`src/rtl/econet_tx.sv`:
```
// Econet transmit PHY: serialises host bytes into an HDLC-style frame (opening flags,
// LSB-first zero-stuffed data, closing flag) with the line updated on the falling clock edge.
module econet_tx #(
  parameter int unsigned OPEN_FLAGS = 1
) (
  input  logic       econet_clk,
  input  logic       reset_n,
  input  logic       tx_start,
  input  logic [7:0] data_in,
  input  logic       data_last,
  input  logic       data_valid,
  output logic       data_ready,
  output logic       econet_data,
  output logic       econet_drive,
  output logic [2:0] phy_state,
  output logic       busy,
  output logic       underrun
);

  typedef enum logic [2:0] {
    IDLE  = 3'd0,
    OPEN  = 3'd1,
    DATA  = 3'd2,
    CLOSE = 3'd3,
    ABORT = 3'd4
  } state_e;

  localparam logic [7:0] FLAG      = 8'h7E;
  localparam logic [3:0] LAST_FLAG = 4'(OPEN_FLAGS - 1);
  localparam logic [3:0] BYTE_DONE = 4'd8;

  state_e     state_q, state_d;
  logic [3:0] bit_cnt_q, bit_cnt_d;
  logic [3:0] flag_cnt_q, flag_cnt_d;
  logic [2:0] ones_q, ones_d;
  logic [7:0] shift_q, shift_d;
  logic       cur_last_q, cur_last_d;
  logic [7:0] hold_data_q, hold_data_d;
  logic       hold_last_q, hold_last_d;
  logic       hold_full_q, hold_full_d;
  logic       line_q, line_d;
  logic       drive_q, drive_d;
  logic       underrun_q, underrun_d;
  logic       load;
  logic       accept;

  // Each edge in a non-idle state emits exactly one line bit; bit_cnt_q is the index of the
  // next bit of the current flag/byte, so BYTE_DONE means the edge after the last bit.
  always_comb begin
    // NOTE: every combinational output gets a default first so no path can infer a latch.
    state_d     = state_q;
    bit_cnt_d   = bit_cnt_q;
    flag_cnt_d  = flag_cnt_q;
    ones_d      = ones_q;
    shift_d     = shift_q;
    cur_last_d  = cur_last_q;
    line_d      = 1'b1;
    drive_d     = 1'b1;
    underrun_d  = 1'b0;
    load        = 1'b0;

    unique case (state_q)
      IDLE: begin
        drive_d = 1'b0;
        if (tx_start) begin
          state_d    = OPEN;
          bit_cnt_d  = 4'd0;
          flag_cnt_d = 4'd0;
        end
      end
      OPEN: begin
        if (bit_cnt_q != BYTE_DONE) begin
          line_d    = FLAG[bit_cnt_q[2:0]];
          bit_cnt_d = bit_cnt_q + 4'd1;
        end else if (flag_cnt_q != LAST_FLAG) begin
          flag_cnt_d = flag_cnt_q + 4'd1;
          line_d     = FLAG[0];
          bit_cnt_d  = 4'd1;
        end else if (hold_full_q) begin
          state_d = DATA;
          load    = 1'b1;
          ones_d  = {2'b00, hold_data_q[0]};
        end else begin
          state_d    = ABORT;
          underrun_d = 1'b1;
          bit_cnt_d  = 4'd1;
        end
      end
      DATA: begin
        if (ones_q == 3'd5) begin
          // Stuffed zero: the bit counter holds so the byte still spans eight data bits.
          line_d = 1'b0;
          ones_d = 3'd0;
        end else if (bit_cnt_q != BYTE_DONE) begin
          line_d    = shift_q[0];
          shift_d   = {1'b0, shift_q[7:1]};
          ones_d    = shift_q[0] ? ones_q + 3'd1 : 3'd0;
          bit_cnt_d = bit_cnt_q + 4'd1;
        end else if (cur_last_q) begin
          state_d   = CLOSE;
          line_d    = FLAG[0];
          bit_cnt_d = 4'd1;
        end else if (hold_full_q) begin
          load   = 1'b1;
          ones_d = hold_data_q[0] ? ones_q + 3'd1 : 3'd0;
        end else begin
          state_d    = ABORT;
          underrun_d = 1'b1;
          bit_cnt_d  = 4'd1;
        end
      end
      CLOSE: begin
        if (bit_cnt_q != BYTE_DONE) begin
          line_d    = FLAG[bit_cnt_q[2:0]];
          bit_cnt_d = bit_cnt_q + 4'd1;
        end else begin
          state_d = IDLE;
          drive_d = 1'b0;
        end
      end
      ABORT: begin
        if (bit_cnt_q != BYTE_DONE) begin
          bit_cnt_d = bit_cnt_q + 4'd1;
        end else begin
          state_d = IDLE;
          drive_d = 1'b0;
        end
      end
      default: begin
        state_d = IDLE;
        drive_d = 1'b0;
      end
    endcase

    // A load emits bit 0 of the held byte on the same edge it empties the holding register.
    if (load) begin
      line_d     = hold_data_q[0];
      shift_d    = {1'b0, hold_data_q[7:1]};
      cur_last_d = hold_last_q;
      bit_cnt_d  = 4'd1;
    end
  end

  assign accept = data_valid && !hold_full_q;

  always_comb begin
    hold_full_d = (hold_full_q && !load) || accept;
    hold_data_d = hold_data_q;
    hold_last_d = hold_last_q;
    if (accept) begin
      hold_data_d = data_in;
      hold_last_d = data_last;
    end
  end

  always_ff @(negedge econet_clk or negedge reset_n) begin
    if (!reset_n) begin
      state_q     <= IDLE;
      bit_cnt_q   <= 4'd0;
      flag_cnt_q  <= 4'd0;
      ones_q      <= 3'd0;
      shift_q     <= 8'h00;
      cur_last_q  <= 1'b0;
      hold_data_q <= 8'h00;
      hold_last_q <= 1'b0;
      hold_full_q <= 1'b0;
      line_q      <= 1'b1;
      drive_q     <= 1'b0;
      underrun_q  <= 1'b0;
    end else begin
      // NOTE: non-blocking assignments so every flop samples the pre-edge value of its peers.
      state_q     <= state_d;
      bit_cnt_q   <= bit_cnt_d;
      flag_cnt_q  <= flag_cnt_d;
      ones_q      <= ones_d;
      shift_q     <= shift_d;
      cur_last_q  <= cur_last_d;
      hold_data_q <= hold_data_d;
      hold_last_q <= hold_last_d;
      hold_full_q <= hold_full_d;
      line_q      <= line_d;
      drive_q     <= drive_d;
      underrun_q  <= underrun_d;
    end
  end

  assign data_ready   = !hold_full_q;
  assign econet_data  = line_q;
  assign econet_drive = drive_q;
  assign phy_state    = state_q;
  assign busy         = (state_q != IDLE);
  assign underrun     = underrun_q;

endmodule
```
`config.mk`:
```
export PLATFORM = sky130hd
export DESIGN_NAME = econet_tx
export DESIGN_NICKNAME = d
export VERILOG_FILES = /design/src/rtl/econet_tx.sv
export SDC_FILE = /design/constraint.sdc
export NUM_CORES = 1
export LEC_CHECK = 0
export CAP_MARGIN = 30
export CORE_AREA = 5 5 80 82
export CTS_CLUSTER_SIZE = 8
export DETAILED_ROUTE_END_ITERATION = 7
export DIE_AREA = 0 0 85 87
export PLACE_DENSITY_LB_ADDON = 0.25
export SLEW_MARGIN = 40
export SYNTH_ARGS = -nofsm -noshare
export SYNTH_HDL_FRONTEND = slang
export SYNTH_SLANG_ARGS = --single-unit
```
`constraint.sdc`:
```
create_clock -name econet_clk -period 5.6 [get_ports econet_clk]
set_input_delay 0.84 -clock econet_clk [delete_from_list [all_inputs] [get_ports econet_clk]]
set_output_delay 0.84 -clock econet_clk [all_outputs]
set_load 0.1 [all_outputs]
```
==> metrics.yaml, run 1 <==
outcome: "completed"
fin_nets: 259
ioPinCount: 21
avgSynthCellArea_um2: 9.72
synthCells: 222
p_leak_nw: 1.04
core-area_um2: 5680
antenna_cells: 0
ctsLongestPathBuffers: 2
setup_viol: 0
synth_top_area_cell: "dfrtn_1"
startpoint: "phy_state[0]"
hp-start: "hold_data_q[2]"
worstSetupPathType: "reg -> out"
synth_seq_cells: 35
path_cells: "inv_1 -> nand2_2 -> buf_12"
drive_above_1_share_pct: 17.0
fin_hold_ws_ps: 452
rsz0062_at_grt: "false"
yosys_warnings: 0
grt_pass1_wl_mm: 8.11
clkTransAtPathRegs_ps: 50
clock_latency_ps: 340
n_fill_cell: 578
tns_ps: 0
worstPathArrival_ps: 4210
die_x_um: 85
cp.required_ps: 4760
grt.total_usage_pct: 13.6
syn_nets: 241
grt_max_degree: 36
wl_per_cell_um: 14.9
area_delta_synth_final_pct: 17.4
syn-cell-area_um2: 2160
io_buffers: 20
drc: 0
cp-end-kind: "primary output"
clock-sinks: 35
critical_path.max_fanout: 11
drt-total-wl_mm: 4.72
drv_cap: 0
antenna_found_initial: 0
rows: 28
die_h_um: 87
synth-edff-count: 0
vias: 1745
hold_path_class: "reg -> reg"
grt_pass1_vias: 1649
cts_tree: "built"
relSlewSlack_pct: 60.3
vdd_drop_max_mv: 0.121
reg2reg_depth: 6
detail-route-antenna-nets: 0
dieArea_um2: 7400
drt_iter0_markers: 120
ctsResizeCount: 0
finalHoldViolCount: 0
h-tree-depth: 2
yosysSeqAreaShare_pct: 40.6
dp_hpwl_mm: 3.32
synth_cell_type_count: 57
skew_ps: 47.9
ff2ff_setup_slack_ps: 3300
slowest_stage: "dfrtn_1"
endpoint: "busy"
synth-main-ff-cell: "dfrtn_1"
cp_slowest_stage_delay_ps: 640
ctsRootBufferMaster: "clkbuf_8"
gp_congestion: 0.865
final_max_slew_viol_count: 0
regArea_um2: 877
multiInputGateArea_um2: 1150
start_kind: "flip-flop"
via_per_inst: 5.52
hold_buffers: 0
yosys-top-cells-area: "dfrtn_1 39%, mux2_2 4.7%, o21ai_0 4.6%, mux2i_1 3.7%, ha_1 3.5%"
r2r-start: "bit_cnt_q[0]"
numCtsBuffers: 5
power_density_nw_per_um2: 214
max_slew.worst_pin.slew_ps: 592
dr.pass1.iters: 4
r2r_end: "ones_q[0]"
yosysTopAreaCellShare_pct: 39.4
initial_utilization_pct: 38.0
postCtsSetupRepairBufs: 0
grt.overflow.total: 0
synthArstFlopShare_pct: 100
final_core_util_pct: 44.7
cell families (layout without fill, tap and decap cells):
family          after synthesis  in the layout  synth area share (%)
mux                          17             17                  8.41
xor+xnor                      2              2                 0.812
buf+inv                      28             47                  6.32
simple gates                 73             73                  20.7
fa+ha+maj                     6              6                  3.48
compound gates               61             61                  19.7
flops                        35             35                  40.6
where the power goes:
| group | switching [W] | internal [W] |
|---|---|---|
| Clock | 0.0000967 | 0.000101 |
| Sequential | 0.0000117 | 0.000272 |
| Combinational | 0.0000333 | 0.0000287 |
| Total | 0.000142 | 0.000402 |
Yosys cell counts, drive strengths merged (2+ instances only):
cell type	n
a211oi	3
a32o	2
nand2	17
nor3b	4
buf	11
a21oi	7
mux2i	8
nor2b	6
dfrtn	34
o21ai	20
nand3b	2
a2111oi	2
a211o	2
nand3	15
a31oi	2
ha	6
and2	2
o41ai	2
o22ai	3
and3b	2
o211a	3
mux2	9
nor3	4
inv	14
clkbuf	3
nor4b	3
and3	2
a41oi	4
nor2	6
or3b	2
metrics by stage:
step                      instances  setup WS (ps)  power [W]  instance area [µm²]
final                           316            549   0.000543                 2530
after floorplan                 222           35.7   0.000327                 2160
after global routing            316            479   0.000569                 2530
after global placement          308            405   0.000352                 2430
after detailed placement        308            380   0.000352                 2430
after CTS                       316            552   0.000550                 2530
layer usage:
layer / global-route usage, % / vias to the layer above / wire length (µm)
met5: 0 / - / 0
met4: 3.88 / 0 / 60
met3: 3.03 / 6 / 288
met2: 21.1 / 53 / 2230
met1: 19.0 / 825 / 2140
li1: - / 861 / -
flip-flops by register name, summed over array words and instances, names as in the netlist:
name          count
hold_last_q       1
hold_full_q       1
shift_q           7
hold_data_q       8
flag_cnt_q        4
econet_drive      1
phy_state         3
econet_data       1
ones_q            3
bit_cnt_q         4
underrun          1
cur_last_q        1
layout make-up:
| type | count | area share (%) |
|---|---|---|
| Clock buffer | 6 | 3.26 |
| Clock inverter | 3 | 0.790 |
| Timing Repair Buffer | 25 | 10.5 |
| Sequential cell | 35 | 34.6 |
| Tap cell | 75 | 3.70 |
| Multi-Input combinational cell | 159 | 45.3 |
| Inverter | 13 | 1.92 |
cell usage in the layout (no fill, tap or decap), types with 3 or more instances in the layout:
| cell type | synthesis | routed |
|---|---|---|
| dfrtn_1 | 34 | 34 |
| o21ai_0 | 20 | 20 |
| nand2_1 | 17 | 16 |
| nand3_1 | 15 | 15 |
| inv_1 | 14 | 14 |
| clkdlybuf4s50_1 | 0 | 11 |
| buf_4 | 2 | 10 |
| mux2_2 | 9 | 9 |
| mux2i_1 | 8 | 8 |
| a21oi_1 | 7 | 7 |
| nor2_1 | 6 | 6 |
| nor2b_1 | 6 | 6 |
| ha_1 | 6 | 6 |
| clkbuf_8 | 0 | 6 |
| a41oi_1 | 4 | 4 |
| buf_12 | 0 | 4 |
| nor3b_2 | 3 | 3 |
| nor3_1 | 3 | 3 |
| a211oi_1 | 3 | 3 |
| o211a_1 | 3 | 3 |
| o22ai_1 | 3 | 3 |
| nor4b_1 | 3 | 3 |
critical path, delay by kind of cell (launching register included):
family        cells  cell delay (ps)
simple gates      1              130
flops             1              640
buf+inv           2              340
worst min-delay path by stage:
| stage | end | slack [ps] | cells past startpoint |
|---|---|---|---|
| 2_1_floorplan | cur_last_q | 430 | 2 |
| 3_3_place_gp | shift_q[2] | 450 | 2 |
| 3_5_place_dp | shift_q[4] | 450 | 2 |
| 4_1_cts | shift_q[4] | 450 | 2 |
| 5_1_grt | hold_data_q[4] | 480 | 1 |
| 6_report | shift_q[1] | 450 | 2 |
Power figures use the tool's default switching activity.
==> run 2, diff against run 1 <==
--- a/config.mk
+++ b/config.mk
@@ -10,6 +10,7 @@
 export CTS_CLUSTER_SIZE = 8
 export DETAILED_ROUTE_END_ITERATION = 7
 export DIE_AREA = 0 0 85 87
+export DONT_BUFFER_PORTS = 1
 export PLACE_DENSITY_LB_ADDON = 0.25
 export SLEW_MARGIN = 40
 export SYNTH_ARGS = -nofsm -noshare
==> run 2 against run 1 <==
Against the previous run:
- largest power group unchanged
- sequential share of layout area increased by 2.5 points
- final area is 6.6% lower
- count of clock-buffer cells in the layout shrank 1
- sequential cell count stayed put
- register-to-register slack got worse by 180 ps
- global-route usage up 0.56 points
- clock power rose by 24%
- non-clock buffer count fell by 16
- highest routed layer unchanged
- worst hold slack got worse by 12 ps
- largest cell class unchanged
- core utilization decreased by 3.0 points
==> metrics.yaml, run 2 (synthesis results as in run 1) <==
initial_utilization_pct: 38.0  # unchanged
die_x_um: 85  # unchanged
use_met1_pct: 19.0  # +0.048 points
dp_hpwl_mm: 3.32  # about the same
worstSetupPathType: "reg -> out"
gp_congestion: 0.807  # -6.7%
clock-sinks: 35  # unchanged
numCtsBuffers: 5  # unchanged
h-tree-depth: 2  # unchanged
finalHoldViolCount: 0  # unchanged
grt_pass1_vias: 1668  # +1.2%
drt_iter0_markers: 188  # +57%
switching_share_pct: 25.8  # -0.29 points
drc: 0  # unchanged
final_max_slew_viol_count: 0  # unchanged
vdd_drop_max_mv: 0.165  # +36%
drive_above_1_share_pct: 16.0  # -1.0 points
ctsRootBufferMaster: "clkbuf_8"
clkPwrFrac_pct: 42.5  # +6.1 points
worstPathArrival_ps: 4040  # -170 ps
postCtsSetupRepairBufs: 0  # unchanged
cp-end-kind: "primary output"
postLayoutSetupSlackWorst_ps: 723  # +173 ps
critical_path.max_fanout: 4  # -7
fin_nets: 243  # -6.2%
drt-total-wl_mm: 4.83  # +2.4%
top_usage_layer: "met2"
power_density_nw_per_um2: 244  # +14%
combinationalPowerShare_pct: 7.3  # -4.1 points
ctsResizeCount: 0  # unchanged
rsz0062_at_grt: "false"
grt.overflow.total: 0  # unchanged
hold_buffers: 0  # unchanged
detail-route-antenna-nets: 0  # unchanged
wl_per_cell_um: 16.1  # +7.8%
grt.total_usage_pct: 14.1  # +0.56 points
clock_latency_ps: 350  # about the same
relSlewSlack_pct: 59.5  # -0.85 points
grt_max_degree: 36  # unchanged
pre_cts_ws_ps: 852  # +471 ps
cp.required_ps: 4760  # about the same
core-area_um2: 5680  # unchanged
grt_pass1_wl_mm: 8.38  # +3.3%
grt_use_met2_pct: 22.2  # +1.1 points
ctsLongestPathBuffers: 2  # unchanged
via_per_inst: 5.63  # +2.0%
max_slew.worst_pin.slew_ps: 605  # +12.6 ps
power_switching_w: 0.000149  # +5.1%
p_leak_nw: 0.977  # -6.5%
dr.pass1.iters: 4  # unchanged
vias: 1689  # -3.2%
largest_register_ffs: 8  # unchanged
dieArea_um2: 7400  # unchanged
io_buffers: 0  # -100%
die_h_um: 87  # unchanged
ioPinCount: 21  # unchanged
skew_ps: 57.0  # +9.09 ps
start_kind: "flip-flop"
final_core_util_pct: 41.7  # -3.0 points
final_cell_mix: "34 x dfrtn_1, 20 x o21ai_0, 16 x nand2_1"
top_register: "hold_data_q"
seqPwrFrac_pct: 50.3  # -1.9 points
drv_cap: 0  # unchanged
outcome: "completed"
antenna_cells: 0  # unchanged
antenna_found_initial: 0  # unchanged
internal_power_w: 0.000429  # +6.7%
cts_tree: "built"
hold_path_class: "reg -> reg"
use_met3_pct: 3.60  # +0.57 points
final_common_cell: "dfrtn_1"
reg_top3: "hold_data_q (8), shift_q (7)"
rows: 28  # unchanged
setup_viol: 0  # unchanged
area_delta_synth_final_pct: 9.68
clkTransAtPathRegs_ps: 60  # about the same
tns_ps: 0  # unchanged
## run 2: changes by cell type in the layout (fill, tap and decap cells not counted)
cell             previous run  this run
clkdlybuf4s50_1            11         0
clkbuf_8                    6         5
clkinvlp_4                  1         0
inv_6                       0         1
buf_12                      4         1
bufinv_16                   0         1
buf_4                      10         8
## run 2: metrics by stage
step                power (W)  cells  hold WS [ps]  cell area (µm²)
global placement     0.000338    292           443             2250
CTS                  0.000581    300           447             2370
floorplan            0.000327    222           425             2160
detailed placement   0.000338    292           448             2250
global route         0.000603    300           487             2370
finish               0.000577    300           441             2370
## run 2: cell type report
class	instances	area [µm²]
multi-input cells	159	1150
repair buffers	9	80.1
flip-flops and latches	35	877
inverters	13	48.8
well taps	75	93.8
fillers	571	3310
clock inverters	4	51.3
clock buffers	5	68.8
## run 2: worst max-delay path, cell delays in order, from the launching register on
cell,delay [ps]
dfrtn_1,340
nor2_1,280
nand2_2,140
buf_12,180
## run 2: path summary, 6_finish.rpt
kind	startpoint	end	slack (ps)	cells after the start
worst min register to register	hold_data_q[3]	shift_q[2]	440	2
worst max-delay path	phy_state[1]	busy	720	3
max in group asynchronous	reset_n	econet_data	2430	0
worst min-delay path	hold_data_q[3]	shift_q[2]	440	2
worst max register to register	phy_state[1]	shift_q[3]	3120	5
min in group asynchronous	reset_n	econet_drive	2920	0
## run 2: power groups by stage
| stage | clock, W | sequential (W) | combinational, W |
|---|---|---|---|
| 3_5_place_dp | 0.00000223 | 0.000295 | 0.0000414 |
| 2_1_floorplan | 0.00000223 | 0.000291 | 0.0000341 |
| 4_1_cts | 0.000248 | 0.000290 | 0.0000420 |
| 5_1_grt | 0.000262 | 0.000293 | 0.0000477 |
| 3_3_place_gp | 0.00000223 | 0.000295 | 0.0000405 |
| 6_report | 0.000245 | 0.000290 | 0.0000419 |
## run 2: layer usage
metal | vias to the layer above | wire length (µm)
met5 | - | 0
li1 | 831 | -
met3 | 7 | 259
met1 | 814 | 2360
met4 | 0 | 72
met2 | 37 | 2140
==> run 3, diff against run 2 <==
--- a/config.mk
+++ b/config.mk
@@ -6,10 +6,10 @@
 export NUM_CORES = 1
 export LEC_CHECK = 0
 export CAP_MARGIN = 30
-export CORE_AREA = 5 5 80 82
+export CORE_AREA = 5 5 75 77
 export CTS_CLUSTER_SIZE = 8
 export DETAILED_ROUTE_END_ITERATION = 7
-export DIE_AREA = 0 0 85 87
+export DIE_AREA = 0 0 80 82
 export DONT_BUFFER_PORTS = 1
 export PLACE_DENSITY_LB_ADDON = 0.25
 export SLEW_MARGIN = 40
==> run 3 against run 2 <==
Against the previous run:
- sequential power about the same
- first-iteration DRC count down 22%
- cell count down 2.0%
- sequential cell count unchanged
- non-clock buffer count down 1
- final area down 2.1%
- highest routed layer unchanged
- critical path depth down 1
- worst hold slack better by 6.0 ps
- largest power group unchanged
- largest cell class unchanged
==> metrics.yaml, run 3 (synthesis results as in run 1) <==
outcome: "completed"
hold_buffers: 0  # unchanged
power.total_w: 0.000521  # -9.7%
crit_buf_inv: 0  # -1
io_buffers: 0  # unchanged
combinationalPowerShare_pct: 8.0  # +0.7 points
dieArea_um2: 6560  # -11%
worstSetupPathType: "reg -> out"
switching_share_pct: 26.6  # +0.85 points
drt-total-wl_mm: 4.65  # -3.7%
grt_max_degree: 36  # unchanged
area_delta_synth_final_pct: 7.36
critical_path.max_fanout: 4  # unchanged
vdd_drop_max_mv: 0.147  # -11%
grt_pass1_vias: 1639  # -1.7%
dp_hpwl_mm: 3.23  # -2.5%
ctsLongestPathBuffers: 2  # unchanged
clkPwrFrac_pct: 36.4  # -6.1 points
detail-route-antenna-nets: 0  # unchanged
die_h_um: 82  # -5.7%
numCtsBuffers: 5  # unchanged
skew_ps: 51.3  # -5.69 ps
final_cell_mix: "34 x dfrtn_1, 20 x o21ai_0, 16 x nand2_1"
largest_register_ffs: 8  # unchanged
final_max_slew_viol_count: 0  # unchanged
slowest_stage: "nand2_2"
cp_slowest_stage_delay_ps: 400  # +60 ps
finalHoldViolCount: 0  # unchanged
instances_no_fill: 294  # -2.0%
cts_tree: "built"
ctsResizeCount: 0  # unchanged
grt_pass1_wl_mm: 8.14  # -3.0%
cp-end-kind: "primary output"
die_x_um: 80  # -5.9%
tns_ps: 0  # unchanged
rows: 26  # -7.1%
final_core_util_pct: 46.9  # +5.2 points
via_per_inst: 5.83  # +3.5%
internal_power_w: 0.000382  # -11%
rsz0062_at_grt: "false"
drive_above_1_share_pct: 15.6  # -0.38 points
drc: 0  # unchanged
antenna_cells: 0  # unchanged
clock-sinks: 35  # unchanged
relSlewSlack_pct: 57.0  # -2.5 points
core-area_um2: 4940  # -13%
ctsRootBufferMaster: "clkbuf_8"
p_leak_nw: 0.948  # -2.9%
vias: 1713  # +1.4%
max_slew.worst_pin.slew_ps: 642  # +37.5 ps
met2WireLength_mm: 2.14  # +0.33%
route.met3.wl_um: 224  # -14%
drt_iter0_markers: 147  # -22%
drt-met1-wl_mm: 2.23  # -5.9%
gp_congestion: 0.834  # +3.3%
fin_nets: 242  # -0.41%
cp.required_ps: 4760  # about the same
grt.total_usage_pct: 15.8  # +1.6 points
start_kind: "flip-flop"
clkTransAtPathRegs_ps: 50  # about the same
setup_viol: 0  # unchanged
routed.top_layer: "met4"
grt.overflow.total: 0  # unchanged
seqPwrFrac_pct: 55.6  # +5.3 points
drv_cap: 0  # unchanged
h-tree-depth: 2  # unchanged
final_common_cell: "dfrtn_1"
fin_hold_ws_ps: 447  # +5.96 ps
clock_latency_ps: 340  # about the same
initial_utilization_pct: 43.6  # +5.6 points
postCtsSetupRepairBufs: 0  # unchanged
wl_per_cell_um: 15.8  # -1.7%
ioPinCount: 21  # unchanged
power_density_nw_per_um2: 225  # -7.8%
reg_top3: "hold_data_q (8), shift_q (7)"
worstPathArrival_ps: 4070  # +30 ps
dr.pass1.iters: 4  # unchanged
antenna_found_initial: 0  # unchanged
path_cells: "nor2_1 -> nand2_2"
path_delay_family: "simple AND/OR/NAND/NOR gates"
hold_path_class: "reg -> reg"
place_inst: 286  # -2.1%
power_switching_w: 0.000139  # -6.8%
top_register: "hold_data_q"
-- run 3: area by class of cell --
type | count | area [µm²]
Fill cell | 492 | 2630
Sequential cell | 35 | 877
Timing Repair Buffer | 8 | 60.1
Tap cell | 70 | 87.6
Clock buffer | 5 | 68.8
Clock inverter | 4 | 27.5
Multi-Input combinational cell | 159 | 1150
Inverter | 13 | 48.8
-- run 3: path summary, 6_finish.rpt --
| path | startpoint | slack, ps | to | cells past startpoint |
|---|---|---|---|---|
| worst min-delay path | hold_data_q[3] | 450 | shift_q[2] | 2 |
| max in group asynchronous | reset_n | 2420 | econet_data | 0 |
| worst max register to register | phy_state[1] | 3190 | shift_q[6] | 5 |
| worst min register to register | hold_data_q[3] | 450 | shift_q[2] | 2 |
| worst max-delay path | phy_state[1] | 690 | busy | 2 |
| min in group asynchronous | reset_n | 2920 | econet_drive | 0 |
-- run 3: per-layer routing --
| layer | GRT usage (%) | vias to the layer above |
|---|---|---|
| met5 | 0 | - |
| met3 | 4.50 | 6 |
| met1 | 21.9 | 849 |
| met2 | 23.8 | 35 |
| met4 | 4.90 | 0 |
| li1 | - | 823 |
-- run 3: worst reg2reg max path, cell delays in order, from the launching register on --
cell and delay [ps]:
dfrtn_1 400, buf_4 470, nor3b_2 410, a22o_1 420, and2_1 390, o21ai_0 150
-- run 3: power groups by stage --
stage	logic (W)	registers [W]	clock network (W)
finish	0.0000415	0.000290	0.000190
global route	0.0000464	0.000292	0.000209
CTS	0.0000418	0.000290	0.000196
detailed placement	0.0000415	0.000295	0.00000223
global placement	0.0000405	0.000295	0.00000223
floorplan	0.0000341	0.000291	0.00000223
-- run 3: per-stage QoR --
stage / instance area [µm²] / worst slack [ps]
after floorplan: 2160 / 35.7
after global placement: 2220 / 865
after detailed placement: 2220 / 849
after CTS: 2320 / 679
after global routing: 2320 / 599
final: 2320 / 690
==> edit 1: new RTL, flow settings as in run 1 <==
Make the reset (`reset_n`) synchronous in one clocked block.
--- a/src/rtl/econet_tx.sv
+++ b/src/rtl/econet_tx.sv
@@ -153,7 +153,7 @@
     end
   end
 
-  always_ff @(negedge econet_clk or negedge reset_n) begin
+  always_ff @(negedge econet_clk) begin
     if (!reset_n) begin
       state_q     <= IDLE;
       bit_cnt_q   <= 4'd0;
Function: differs if reset_n is asserted again (counterexample within 4 cycles, from zero or initial values and one cycle with reset_n low); with reset_n held inactive, the same outputs for 10 cycles.
==> edit 1 against run 1 <==
Die area is the same; count of clock-buffer cells in the layout shrank 1; final area shrank 4.1%; wire length shrank 4.4%; synthesized area shrank 9.4%; largest cell class unchanged; sequential cell count is the same; setup slack lost 85 ps; first-iteration DRC count shrank 45%.
Power is not compared: it rests on default switching activity, and its combinational part moved more than twofold at a synthesized area within 25%.
==> edit 1: results <==
[outcome]
outcome = "finished, final reports clean"

[drt]
drt-initial-drc-count = 66
met3_length_um = 292
wl_met2_um = 2020
routed.top_layer = "met4"
wl_per_cell_um = 12.4
vias_per_cell = 4.95
wl_met1_um = 2140
routed_wl_um = 4520

[final_layout]
final_layout_size_suffix_gt1_share_pct = 12.1
fin_nets = 308
insertedDiodeCount = 0
largestRegisters = "hold_data_q (8), shift_q (7)"

[place]
dp.cells = 323
routabilityCongestion = 0.901
place_area_um2 = 2210
post-dp-hpwl_um = 3080

[synthesis]
synth_nets = 255
synthTopCellsByCount = "dfxtp_1 (35), nand2_1 (32), nor2_1 (23), a21oi_1 (21)"
synth_area_leaders = "dfxtp_1 (36%), nand2_1 (6.1%), a21oi_1 (5.4%)"
avgSynthCellArea_um2 = 8.28
yosys.cell_types.count = 56
seq_area_frac_synth_pct = 35.9
synthArstFlopShare_pct = 0
yosysTopAreaCellShare_pct = 35.9

[worst_setup_path]
path_delay_family = "simple AND/OR/NAND/NOR gates"
slowest_stage = "or3_2"
reg2reg_depth = 7
arrival_ps = 4300
cp_slowest_stage_delay_ps = 520
crit_start = "phy_state[1]"
rr_startpoint = "bit_cnt_q[0]"
reg2reg_slack_ps = 3400
cp_max_fo = 20

[timing]
relSlewSlack_pct = 62.9
fin_skew_ps = 22.1

[worst_hold_path]
hold_start = "hold_data_q[1]"

[global_routing]
grt_usage_pct = 13.0
grt_pass1_vias = 1724
grt_start_max_net_pins = 24
grt_pass1_wl_um = 7700

[clocking]
clk_latency_ps = 370
clockBufferDepth = 2
## edit 1: cell count changes after synthesis, moves of 6 or more
cell and delta:
nor2_1 +17, nand3_1 -6, dfrtn_1 -34, nand2_1 +15, o21ai_0 -17, mux2_2 -9, dfxtp_1 +35, a21oi_1 +14
## edit 1: kinds of logic after synthesis
kind of cell / count (synthesis) / synth area share [%]
xor+xnor: 2 / 0.896
flops: 35 / 35.9
fa+ha+maj: 6 / 3.84
buf+inv: 23 / 5.57
mux: 11 / 5.70
simple gates: 98 / 26.9
compound gates: 61 / 21.3
## edit 1: path summary, 6_finish.rpt
kind,endpoint
min reg2reg,hold_data_q[1]
max,busy
min,hold_data_q[1]
max reg2reg,flag_cnt_q[1]
## edit 1: metrics by stage
step	setup slack, ps	hold WS, ps	util, %
detailed placement	383	451	38.9
finish	464	453	42.8
CTS	456	456	42.8
global route	442	481	42.8
floorplan	43.5	436	-
global placement	391	445	38.9
## edit 1: power by group
part	internal (mW)	switching [mW]
combinational	0.137	0.248
clock	0.125	0.174
sequential	0.273	0.0422
total	0.536	0.465
## edit 1: worst register-to-register path: stages (launching register included)
cell and delay, ps:
dfxtp_1 350, inv_1 110, ha_1 200, and3b_1 530, a31oi_1 220, nor3_1 300, mux2_1 350, nor2_1 80
## edit 1: metal layers
layer / track usage (%) / up-vias
met5: 0 / -
met4: 7.48 / 0
met3: 6.34 / 6
met2: 18.6 / 43
met1: 15.8 / 808
li1: - / 948
## edit 1: final cells by class
| class | count | area [um^2] |
|---|---|---|
| inverter | 10 | 37.5 |
| clock inverter | 38 | 158 |
| tap | 75 | 93.8 |
| multi-input combinational | 178 | 1150 |
| clock buffer | 5 | 68.8 |
| fill | 628 | 3250 |
| sequential | 35 | 703 |
| timing repair buffer | 24 | 223 |
==> edit 2: new RTL, flow settings as in run 1 <==
Made on the original files. The output `underrun` loses its register stage (`underrun_q` becomes a continuous assignment).
--- a/src/rtl/econet_tx.sv
+++ b/src/rtl/econet_tx.sv
@@ -166,7 +166,6 @@
       hold_full_q <= 1'b0;
       line_q      <= 1'b1;
       drive_q     <= 1'b0;
-      underrun_q  <= 1'b0;
     end else begin
       // NOTE: non-blocking assignments so every flop samples the pre-edge value of its peers.
       state_q     <= state_d;
@@ -180,9 +179,10 @@
       hold_full_q <= hold_full_d;
       line_q      <= line_d;
       drive_q     <= drive_d;
-      underrun_q  <= underrun_d;
     end
   end
+
+  assign underrun_q = underrun_d;
 
   assign data_ready   = !hold_full_q;
   assign econet_data  = line_q;
Check against the original RTL: not equivalent (a bounded check fails within 10 cycles, from zero or initial values and one cycle with reset_n low).
==> edit 2 against run 1 <==
First-iteration DRC count up 40%; setup slack got worse by 400 ps; count of clock-buffer cells in the layout is 1 lower; sequential cell count fell by 1; critical path depth is 1 higher; die area is the same; highest routed layer unchanged; wire length shrank 8.0%; register-to-register slack barely moved; critical path type unchanged; synthesized area down 7.5%; final area is 1.8% lower; global-route usage shrank 0.92 points.
Power is not compared: it rests on default switching activity, and its combinational part moved more than twofold at a synthesized area within 25%.
==> edit 2: results <==
[outcome]
outcome = "finished, final reports clean"

[global_routing]
grt_pass1_vias = 1510
grt_pass1_wl_um = 7460
grt_antenna_before_repair = 0
grt_usage_pct = 12.7
grt_start_max_net_pins = 35

[timing]
relSlewSlack_pct = 63.8
fin_skew_ps = 51.4

[synthesis]
synthTopCellsByCount = "dfrtn_1 (33), nand2_1 (27), o21ai_0 (15), inv_1 (12)"
synthMuxAreaShare_pct = 7.52
yosys.area_share.xor_xnor_pct = 1.76
yosys.cell_types.count = 50
synth_compound_area_share_pct = 17.8
synthArstFlopShare_pct = 100
synthFlopType = "dfrtn_1"
seq_area_frac_synth_pct = 42.7
synth_warnings = 0
avgSynthCellArea_um2 = 9.73
synth_nets = 224
synth_adder_area_share_pct = 3.76
synth_area_leaders = "dfrtn_1 (41%), nand2_1 (5.1%), mux2_2 (4.5%)"

[drt]
vias = 1563
dr.pass1.iters = 4
wl_per_cell_um = 14.1
antenna_left = 0
drt-initial-drc-count = 168

[worst_hold_path]
holdCritPathClass = "reg2reg"

[clocking]
cts_made_buffers = 5
clk_latency_ps = 340
ctsRootBufferMaster = "clkbuf_8"
h-tree-depth = 2
clkSlewWorstSetupHoldPaths_ps = 50
clockBufferDepth = 2

[worst_setup_path]
cp_max_fo = 8
arrival_ps = 4610
slowest_stage = "dfrtn_1"
cp_slowest_stage_delay_ps = 470

[final_layout]
final_cells = 307
fin_nets = 250
largestRegisters = "hold_data_q (8), shift_q (7)"
final_layout_size_suffix_gt1_share_pct = 19.4
insertedDiodeCount = 0

[place]
routabilityCongestion = 0.855
dp.cells = 299
post-dp-hpwl_um = 3150
port_buffers = 20

[power_and_ir_drop]
ir_drop_uv = 251
p_leak_nw = 1.09
-- edit 2: cell count changes after synthesis, sizes merged, moves of 3 or more --
cell           run 1  this run
a21o               1         4
buf               11         8
o211a              3         0
nand3             15         8
a211oi             3         0
a22o               1         5
nand2             17        27
a21oi              7         4
a41oi              4         0
-- edit 2: critical path: cells and delay by family (launching register included) --
family | cells | cell delay [ps]
simple gates | 2 | 640
compound gates | 1 | 240
flops | 1 | 470
buf+inv | 1 | 170
-- edit 2: kinds of logic (layout without fill, tap and decap cells) --
logic type               after synthesis  count (layout)
AND/OR/NAND/NOR                       72              72
AO/OA/AOI/OAI                         52              52
flip-flops                            34              34
buffers and inverters                 23              50
multiplexers                          14              14
adder cells (fa/ha/maj)                6               6
XOR/XNOR                               4               4
-- edit 2: stage by stage --
step                setup WS, ps  power (mW)  hold WS (ps)  area (um^2)
floorplan                  -76.1       0.951           395         2000
global placement             302        1.14           415         2340
detailed placement           264        1.15           418         2340
CTS                         32.5        1.43           419         2470
global route                31.2        1.53           449         2490
finish                       146        1.43           415         2490
-- edit 2: report_power, final --
group | leakage (nW) | switching (mW) | internal [mW]
registers | 0.439 | 0.0646 | 0.339
logic | 0.575 | 0.459 | 0.290
clock network | 0.0737 | 0.0999 | 0.179
total | 1.09 | 0.623 | 0.808
-- edit 2: worst paths after layout --
check | startpoint | to | slack [ps] | cells past startpoint
max | phy_state[0] | underrun | 150 | 4
max in group asynchronous | reset_n | econet_data | 1550 | 2
max reg2reg | bit_cnt_q[0] | bit_cnt_q[1] | 3290 | 6
min in group asynchronous | reset_n | flag_cnt_q[3] | 3630 | 2
min reg2reg | hold_data_q[7] | shift_q[6] | 420 | 2
min | hold_data_q[7] | shift_q[6] | 420 | 2
-- edit 2: metal layers --
| metal | global-route usage, % | wire length, um | up-vias |
|---|---|---|---|
| met4 | 4.03 | 61 | 0 |
| met2 | 19.8 | 1980 | 40 |
| met1 | 17.4 | 2090 | 733 |
| li1 | - | - | 784 |
| met3 | 2.84 | 212 | 6 |
| met5 | 0 | 0 | - |
-- edit 2: cell type report --
| cell class | instances | area (um^2) |
|---|---|---|
| clock buffers | 5 | 68.8 |
| clock inverters | 4 | 72.6 |
| fillers | 566 | 3190 |
| inverters | 11 | 41.3 |
| multi-input cells | 148 | 1040 |
| flip-flops and latches | 34 | 852 |
| well taps | 75 | 93.8 |
| repair buffers | 30 | 318 |
-- edit 2: what timing repair did --
action                                  in CTS  in global routing
endpoints found under the setup margin       0                  1
resized for setup                            0                  2
setup buffers                                0                  0
